===== config.mk =====
export PLATFORM = sky130hd
export DESIGN_NAME = embed_load_ctrl
export DESIGN_NICKNAME = d
export VERILOG_FILES = /design/src/rtl/embed_load_ctrl.sv
export SDC_FILE = /design/constraint.sdc
export NUM_CORES = 1
export LEC_CHECK = 0
export ABC_AREA = 1
export BUFFER_PORTS_ARGS = -buffer_cell sky130_fd_sc_hd__buf_2
export CORE_AREA = 2 2 55 57
export CTS_BUF_LIST = sky130_fd_sc_hd__clkbuf_8
export DETAILED_ROUTE_END_ITERATION = 6
export DIE_AREA = 0 0 57 59
export PLACE_DENSITY = 0.82
export SYNTH_ARGS = -nofsm -noshare
export SYNTH_HDL_FRONTEND = slang
export SYNTH_SLANG_ARGS = --single-unit

===== constraint.sdc =====
create_clock -name clk -period 2.8 [get_ports clk]
set_input_delay 0.14 -clock clk [delete_from_list [all_inputs] [get_ports clk]]
set_output_delay 0.14 -clock clk [all_outputs]
set_load 0.005 [all_outputs]

===== src/rtl/embed_load_ctrl.sv =====
// Linear-embedding load sequencer: streams bias and weight bytes from the parameter ROM into the
// embedding register file, then launches the dot-product engine under a watchdog.
module embed_load_ctrl #(
    parameter int unsigned           ADDR_WIDTH = 8,
    parameter int unsigned           DATA_WIDTH = 8,
    parameter logic [ADDR_WIDTH-1:0] BS_BASE    = 8'h00,
    parameter logic [ADDR_WIDTH-1:0] WT_BASE    = 8'h10,
    parameter int unsigned           DEPTH      = 16,
    parameter int unsigned           TIMEOUT    = 1024
) (
    input  logic                     clk,
    input  logic                     rst,
    input  logic                     start_i,
    input  logic                     skip_load_i,
    output logic                     busy_o,
    output logic                     done_o,
    output logic                     error_o,
    output logic                     params_valid_o,
    output logic                     rom_en_o,
    output logic [ADDR_WIDTH-1:0]    rom_addr_o,
    input  logic [DATA_WIDTH-1:0]    rom_data_i,
    output logic                     bs_we_o,
    output logic                     wt_we_o,
    output logic [$clog2(DEPTH)-1:0] wr_idx_o,
    output logic [DATA_WIDTH-1:0]    wr_data_o,
    output logic                     dp_start_o,
    input  logic                     dp_done_i
);

    localparam int unsigned IdxW = $clog2(DEPTH);
    localparam int unsigned WdW  = (TIMEOUT < 2) ? 1 : $clog2(TIMEOUT + 1);
    localparam logic [IdxW-1:0] IdxLast = IdxW'(DEPTH - 1);
    localparam logic [WdW-1:0]  WdLimit = WdW'(TIMEOUT);

    typedef enum logic [2:0] {
        StIdle,
        StLoadBs,
        StLoadWt,
        StFlush,
        StCompute,
        StDone
    } state_e;

    state_e          state_q, state_d;
    logic [IdxW-1:0] idx_q, idx_d;
    logic [WdW-1:0]  wd_q, wd_d;
    logic            entry_q, entry_d;
    logic            pv_q, pv_d;
    logic            err_q, err_d;
    logic            wr_vld_q, wr_vld_d;
    logic            wr_sel_q, wr_sel_d;
    logic [IdxW-1:0] wr_idx_q, wr_idx_d;

    always_ff @(posedge clk or posedge rst) begin
        if (rst) begin
            state_q  <= StIdle;
            idx_q    <= '0;
            wd_q     <= '0;
            entry_q  <= 1'b0;
            pv_q     <= 1'b0;
            err_q    <= 1'b0;
            wr_vld_q <= 1'b0;
            wr_sel_q <= 1'b0;
            wr_idx_q <= '0;
        end else begin
            state_q  <= state_d;
            idx_q    <= idx_d;
            wd_q     <= wd_d;
            entry_q  <= entry_d;
            pv_q     <= pv_d;
            err_q    <= err_d;
            wr_vld_q <= wr_vld_d;
            wr_sel_q <= wr_sel_d;
            wr_idx_q <= wr_idx_d;
        end
    end

    always_comb begin
        state_d  = state_q;
        idx_d    = idx_q;
        wd_d     = '0;
        pv_d     = pv_q;
        err_d    = err_q;
        // Write stage replays each read one cycle later, when the ROM data arrives.
        wr_vld_d = (state_q == StLoadBs) || (state_q == StLoadWt);
        wr_sel_d = (state_q == StLoadWt);
        wr_idx_d = idx_q;

        unique case (state_q)
            StIdle: begin
                idx_d = '0;
                if (start_i) begin
                    err_d = 1'b0;
                    if (skip_load_i && pv_q) begin
                        state_d = StCompute;
                    end else begin
                        state_d = StLoadBs;
                        pv_d    = 1'b0;
                    end
                end
            end
            StLoadBs: begin
                idx_d = idx_q + IdxW'(1);
                if (idx_q == IdxLast) begin
                    idx_d   = '0;
                    state_d = StLoadWt;
                end
            end
            StLoadWt: begin
                idx_d = idx_q + IdxW'(1);
                if (idx_q == IdxLast) begin
                    idx_d   = '0;
                    state_d = StFlush;
                end
            end
            StFlush: begin
                pv_d    = 1'b1;
                state_d = StCompute;
            end
            StCompute: begin
                wd_d = wd_q + WdW'(1);
                // The entry cycle may still see a stale level from a previous run.
                if (!entry_q && dp_done_i) begin
                    state_d = StDone;
                end else if ((TIMEOUT != 0) && (wd_q == WdLimit)) begin
                    err_d   = 1'b1;
                    state_d = StDone;
                end
            end
            StDone: begin
                state_d = StIdle;
            end
            default: begin
                state_d = StIdle;
            end
        endcase

        entry_d = (state_d == StCompute) && (state_q != StCompute);
    end

    always_comb begin
        busy_o         = (state_q != StIdle);
        done_o         = (state_q == StDone);
        error_o        = err_q;
        params_valid_o = pv_q;
        rom_en_o       = 1'b0;
        rom_addr_o     = '0;
        if (state_q == StLoadBs) begin
            rom_en_o   = 1'b1;
            rom_addr_o = BS_BASE + ADDR_WIDTH'(idx_q);
        end else if (state_q == StLoadWt) begin
            rom_en_o   = 1'b1;
            rom_addr_o = WT_BASE + ADDR_WIDTH'(idx_q);
        end
        bs_we_o    = wr_vld_q && !wr_sel_q;
        wt_we_o    = wr_vld_q && wr_sel_q;
        wr_idx_o   = wr_idx_q;
        wr_data_o  = wr_vld_q ? rom_data_i : '0;
        dp_start_o = (state_q == StCompute) && entry_q;
    end

endmodule


==> results of run 1 <==
[cell type report]
cell class                 count  area, sq um
multi-input combinational    118          606
sequential                    27          676
clock buffer                   3         41.3
fill                         236         1010
tap                           31         38.8
timing repair buffer          37          185
inverter                      39          146
clock inverter                 1         7.51
[cell families after synthesis]
family / count (synthesis) / share of synthesized area (%)
buf+inv: 43 / 11.9
simple gates: 93 / 30.9
xor+xnor: 1 / 0.606
compound gates: 18 / 7.01
other cells: 1 / 0.259
flops: 27 / 46.7
fa+ha+maj: 3 / 2.60
[worst max-delay path, cell delays in order (launching register included)]
cell and delay, ns:
dfrtp_1 0.43, inv_2 0.15, nand3_2 0.15, nand2_4 0.13, inv_2 0.07, nor2_1 0.11
buf_2 0.13
[worst max path at each step]
stage                     from            end  slack (ns)
global placement    state_q[2]  rom_addr_o[0]        1.54
floorplan              wd_q[0]        error_o        1.62
CTS                 state_q[2]  rom_addr_o[0]        1.21
global route        state_q[2]  rom_addr_o[0]        1.09
detailed placement     wd_q[0]        error_o        1.51
finish              state_q[2]  rom_addr_o[0]        1.22
[stage by stage]
| step | std cells | power, mW |
|---|---|---|
| final | 256 | 1.21 |
| after global routing | 256 | 1.31 |
| after CTS | 256 | 1.23 |
| after detailed placement | 252 | 1.00 |
| after global placement | 252 | 0.988 |
| after floorplan | 188 | 0.834 |
[state kept, by name, indices dropped and copies added (netlist names)]
name / flops
params_valid_o: 1
wr_vld_q: 1
wr_sel_q: 1
entry_q: 1
wr_idx_o: 4
state_q: 3
wd_q: 11
idx_q: 4
error_o: 1
[where the power goes]
group          total (mW)  switching, mW  internal, mW  leakage [nW]
registers           0.543         0.0759         0.467         0.360
logic               0.448          0.256         0.192         0.627
clock network       0.223          0.122         0.101        0.0217
total                1.21          0.454         0.760          1.01
[cell usage in the layout (no fill, tap or decap)]
cell type,instances
nor3_1,5
nor2_4,1
o22ai_1,1
a21oi_1,5
nand2_1,41
clkbuf_8,3
nand3_1,5
o21ai_2,2
dfrtp_1,27
xor2_1,1
buf_2,37
o21ai_1,1
clkinvlp_4,1
ha_1,3
inv_1,36
conb_1,3
inv_2,3
nand4_1,4
nor2_2,1
nand3_2,4
nor3_4,1
nand2_4,3
a31oi_1,2
o21ai_0,7
nand2_2,2
nor2_1,26
[per-layer routing]
layer | global-route usage (%) | wire length (um) | up-vias
met5 | 0 | 0 | -
met4 | 8.97 | 44 | 0
met3 | 2.18 | 152 | 4
met2 | 31.5 | 1240 | 36
met1 | 22.7 | 1230 | 524
li1 | - | - | 640
==> flow_summary.yaml, run 1 <==
clock_tree:
  cts_resized: 0
  cts_tree: "yes"
  htree_levels: 1
  ctsHoldBuffers: 0
  cts_buffers: 3
  cts_sinks: 27
  clkLatencyLatePin_ns: 0.27
  post-cts-setup-buffer-count: 0
  clockBufferDepth: 2
  cts.clk_slew.worst_paths_ns: 0.09
  cts-root-buf: "clkbuf_8"
routing:
  ant_nets: 0
  drc: 0
  drtPass1Iterations: 4
  vias: 1204
  detail_route.wl_per_cell_um: 10.4
  via_per_inst: 4.70
  drt_iter0_drc: 34
  wl_um: 2670
synth:
  synth_cell_type_count: 25
  synth_top_area_cell: "dfrtp_1"
  synth.yosys.seq_area_share_pct: 46.7
  synth_edf_count: 0
  synth_top_cell_area_share_pct: 46.7
  synthArstFlopShare_pct: 100
  syn_inst: 186
  synth_area_per_cell_sq_um: 7.78
  ys.flop_type: "dfrtp_1"
  ys_ff_latch: 27
  synthTopCellsByArea: "dfrtp_1, nand2_1, inv_1"
  yosys-top-cells-count: "nand2_1, inv_1, dfrtp_1, nor2_1, o21ai_0"
  yosysMostFrequentCell: "nand2_1"
  netlist_area_sq_mm: 0.00145
  yosys_warnings: 0
pwr:
  powerDensity_mw_per_mm2: 714
  p_leak_nw: 1.01
  ir_drop_mv: 0.712
grt:
  grt_pass1_wl_um: 4710
  grt_max_degree: 28
  grt_pass1_vias: 1122
  grt_antenna_before_repair: 0
  track_usage_pct: 18.2
  grt_overflow_total: 0
worst_setup_path:
  cp-end-kind: "primary output"
  r2r_slack_ns: 1.45
  worst_r2r_path_depth: 11
  cp.required_ns: 2.66
  r2r_end: "error_o"
  arrival_ns: 1.44
  critical_path_class: "reg2out"
  r2r-start: "wd_q[0]"
  startpoint_type: "register"
  crit_fanout: 6
finish:
  nNetsFinal: 242
  antenna_cells: 0
  area_delta_synth_final_pct: 17.6
  drive_above_1_share_pct: 25.8
  fin_util_pct: 62.7
  design_area_sq_mm: 0.00170
place:
  dp_slack_ns: 1.51
  io_buffers: 37
  place_hpwl_um: 2030
  gp_congestion: 0.881
  dpl_cell_area_sq_mm: 0.00165
timing:
  hold_violations: 0
  slew_violations: 0
  post-route-period-util_pct: 56.3
  setup_viol: 0
  worst_slack_ns: 1.22
  fin_worst_skew_ns: 0.000986
  period_minus_slack_ns: 1.58
  tns_ns: 0
  tightest_slew_ns: 0.988
  relSlewSlack_pct: 34.1
  max_freq_mhz: 634
  whs_ns: 0.0860
  rsz0062_at_grt: "no"
floorplanning:
  die_area_sq_mm: 0.00336
  rows: 19
  core_area_sq_mm: 0.00271
  pin_count: 41
  initial_core_util_pct: 53.4
  die_h_um: 59
  die_w_um: 57
min_path:
  min_path_type: "in2async"
run:
  cap_violations: 0
run_status:
  status: "completed"
(Power assumes the default switching activity.)
==> run 2: changes to the inputs <==
--- a/config.mk
+++ b/config.mk
@@ -7,11 +7,11 @@
 export LEC_CHECK = 0
 export ABC_AREA = 1
 export BUFFER_PORTS_ARGS = -buffer_cell sky130_fd_sc_hd__buf_2
-export CORE_AREA = 2 2 55 57
+export CORE_AREA = 2 2 56 58
 export CTS_BUF_LIST = sky130_fd_sc_hd__clkbuf_8
 export DETAILED_ROUTE_END_ITERATION = 6
-export DIE_AREA = 0 0 57 59
-export PLACE_DENSITY = 0.82
+export DIE_AREA = 0 0 58 60
+export PLACE_DENSITY = 0.8
 export SYNTH_ARGS = -nofsm -noshare
 export SYNTH_HDL_FRONTEND = slang
 export SYNTH_SLANG_ARGS = --single-unit
==> constraint.sdc (replaced) <==
create_clock -name clk -period 1.58 [get_ports clk]
set_input_delay 0.079 -clock clk [delete_from_list [all_inputs] [get_ports clk]]
set_output_delay 0.079 -clock clk [all_outputs]
set_load 0.005 [all_outputs]
==> run 2 against run 1 <==
Compared with the run above:
- total power rose by 81%
- first-iteration DRC count rose by 2.9%
- sequential cell count did not move
- combinational power rose by 91%
- non-clock buffer count rose by 4
- via count rose by 4.7%
- critical endpoint unchanged
- clock power rose by 75%
- hold slack got worse by 0.017 ns
- sequential share of layout area fell by 0.98 points
- die area rose by 3.5%
- routed wire length rose by 4.0%
- critical path type unchanged
==> flow_summary.yaml, run 2 (same netlist as run 1, synthesis figures left out) <==
clock_tree:
  htree_levels: 1
  cts_tree: "yes"
  cts-root-buf: "clkbuf_8"
  cts.clk_slew.worst_paths_ns: 0.09
  clkLatencyLatePin_ns: 0.27
  cts_sinks: 27
  cts_buffers: 3
  clockBufferDepth: 2
place:
  io_buffers: 37
  place_hpwl_um: 2090
  dpl.cell_count: 256
  dp_slack_ns: 0.270
  gp_congestion: 0.818
  dpl_cell_area_sq_mm: 0.00167
floorplanning:
  initial_core_util_pct: 49.8
  rows: 20
  die_area_sq_mm: 0.00348
  die_h_um: 60
  pin_count: 41
  die_w_um: 58
  core_area_sq_mm: 0.00290
routing:
  vias: 1261
  wl_um: 2780
  drt_iter0_drc: 35
  detail_route.wl_per_cell_um: 10.6
  ant_nets: 0
  drtPass1Iterations: 5
  drc: 0
  via_per_inst: 4.81
timing:
  rsz0062_at_grt: "no"
  max_freq_mhz: 680
  post-route-period-util_pct: 93.1
  slew_violations: 0
  worst_slack_ns: 0.108
  tns_ns: 0
  period_minus_slack_ns: 1.47
  setup_viol: 0
  hold_violations: 0
  fin_worst_skew_ns: 0.00249
worst_setup_path:
  crit_fanout: 6
  critical_path_class: "reg2out"
  crit_chain: "inv_4 > nand3_2 > nand2_4 > inv_2 > nor2_1 > buf_2"
  cp.required_ns: 1.50
  arrival_ns: 1.39
  crit_slowest_cell: "dfrtp_1"
  max_stage_delay_ns: 0.42
  startpoint_type: "register"
  cp-end-kind: "primary output"
grt:
  grt_overflow_total: 0
  grt_antenna_before_repair: 0
  track_usage_pct: 16.9
  grt_max_degree: 28
  grt_pass1_wl_um: 4490
  grt_pass1_vias: 1105
pwr:
  ir_drop_mv: 1.00
  powerDensity_mw_per_mm2: 1260
  p_leak_nw: 1.03
finish:
  largest_reg_flops: 11
  nNetsFinal: 246
  top_register: "wd_q"
  mostFrequentLayoutCells: "nand2_1, buf_2, inv_1"
  multi_input_area_sq_um: 613
  fillers: 256
  design_area_sq_mm: 0.00175
  drive_above_1_share_pct: 27.1
  fin_cells: 262
  seqCellArea_sq_um: 677
  area_delta_synth_final_pct: 20.8
  antenna_cells: 0
  final_common_cell: "nand2_1"
min_path:
  min_path_type: "in2reg"
run_status:
  status: "completed"
run:
  cap_violations: 0
[run 2: final cells by class]
cell class / count / share of cell area [%]
flip-flops and latches: 27 / 38.8
multi-input cells: 118 / 35.1
repair buffers: 41 / 12.5
inverters: 39 / 8.52
clock buffers: 3 / 2.36
well taps: 33 / 2.36
clock inverters: 1 / 0.430
[run 2: report_power, final]
| part | leakage (nW) | internal, mW | total [mW] | switching [mW] |
|---|---|---|---|---|
| clock network | 0.0217 | 0.179 | 0.391 | 0.212 |
| logic | 0.648 | 0.367 | 0.854 | 0.487 |
| registers | 0.358 | 0.827 | 0.949 | 0.122 |
| total | 1.03 | 1.37 | 2.19 | 0.821 |
[run 2: final timing paths]
kind	startpoint	endpoint	slack (ns)	cells after the start
hold reg to reg	idx_q[1]	wr_idx_o[1]	0.44	0
setup / recovery	state_q[2]	rom_addr_o[0]	0.11	6
setup reg to reg	wd_q[0]	error_o	0.26	11
min in group asynchronous	rst	wr_idx_o[2]	0.41	4
max in group asynchronous	rst	state_q[1]	0.90	4
hold / removal	start_i	state_q[2]	0.07	3
[run 2: stage by stage]
stage | total power [mW] | hold WS [ns] | utilization [%]
after floorplan | 1.48 | 0.132 | -
after global placement | 1.78 | 0.153 | 57.5
after detailed placement | 1.80 | 0.155 | 57.5
after CTS | 2.20 | 0.0666 | 59.5
after global routing | 2.36 | 0.0965 | 60.2
final | 2.19 | 0.0685 | 60.2
[run 2: metal layers]
layer  routed length [um]  global-route usage (%)  up-vias
met5                    0                       0        -
met3                  163                    2.81        5
li1                     -                       -      653
met2                 1260                    28.6       41
met4                   42                    6.31        0
met1                 1320                    21.7      562
[run 2: worst max-delay path: cells and delay by family, from the launching register on]
| family | cells | cell delay (ns) |
|---|---|---|
| flip-flops | 1 | 0.42 |
| AND/OR/NAND/NOR | 3 | 0.38 |
| buffers and inverters | 3 | 0.32 |
[run 2: timing repair]
action / CTS / global route
buffers inserted: 0 / 1
endpoints found under the hold margin: 27 / 0
setup endpoints to repair: 0 / 1
resized for setup: 0 / 3
hold buffers: 1 / 0
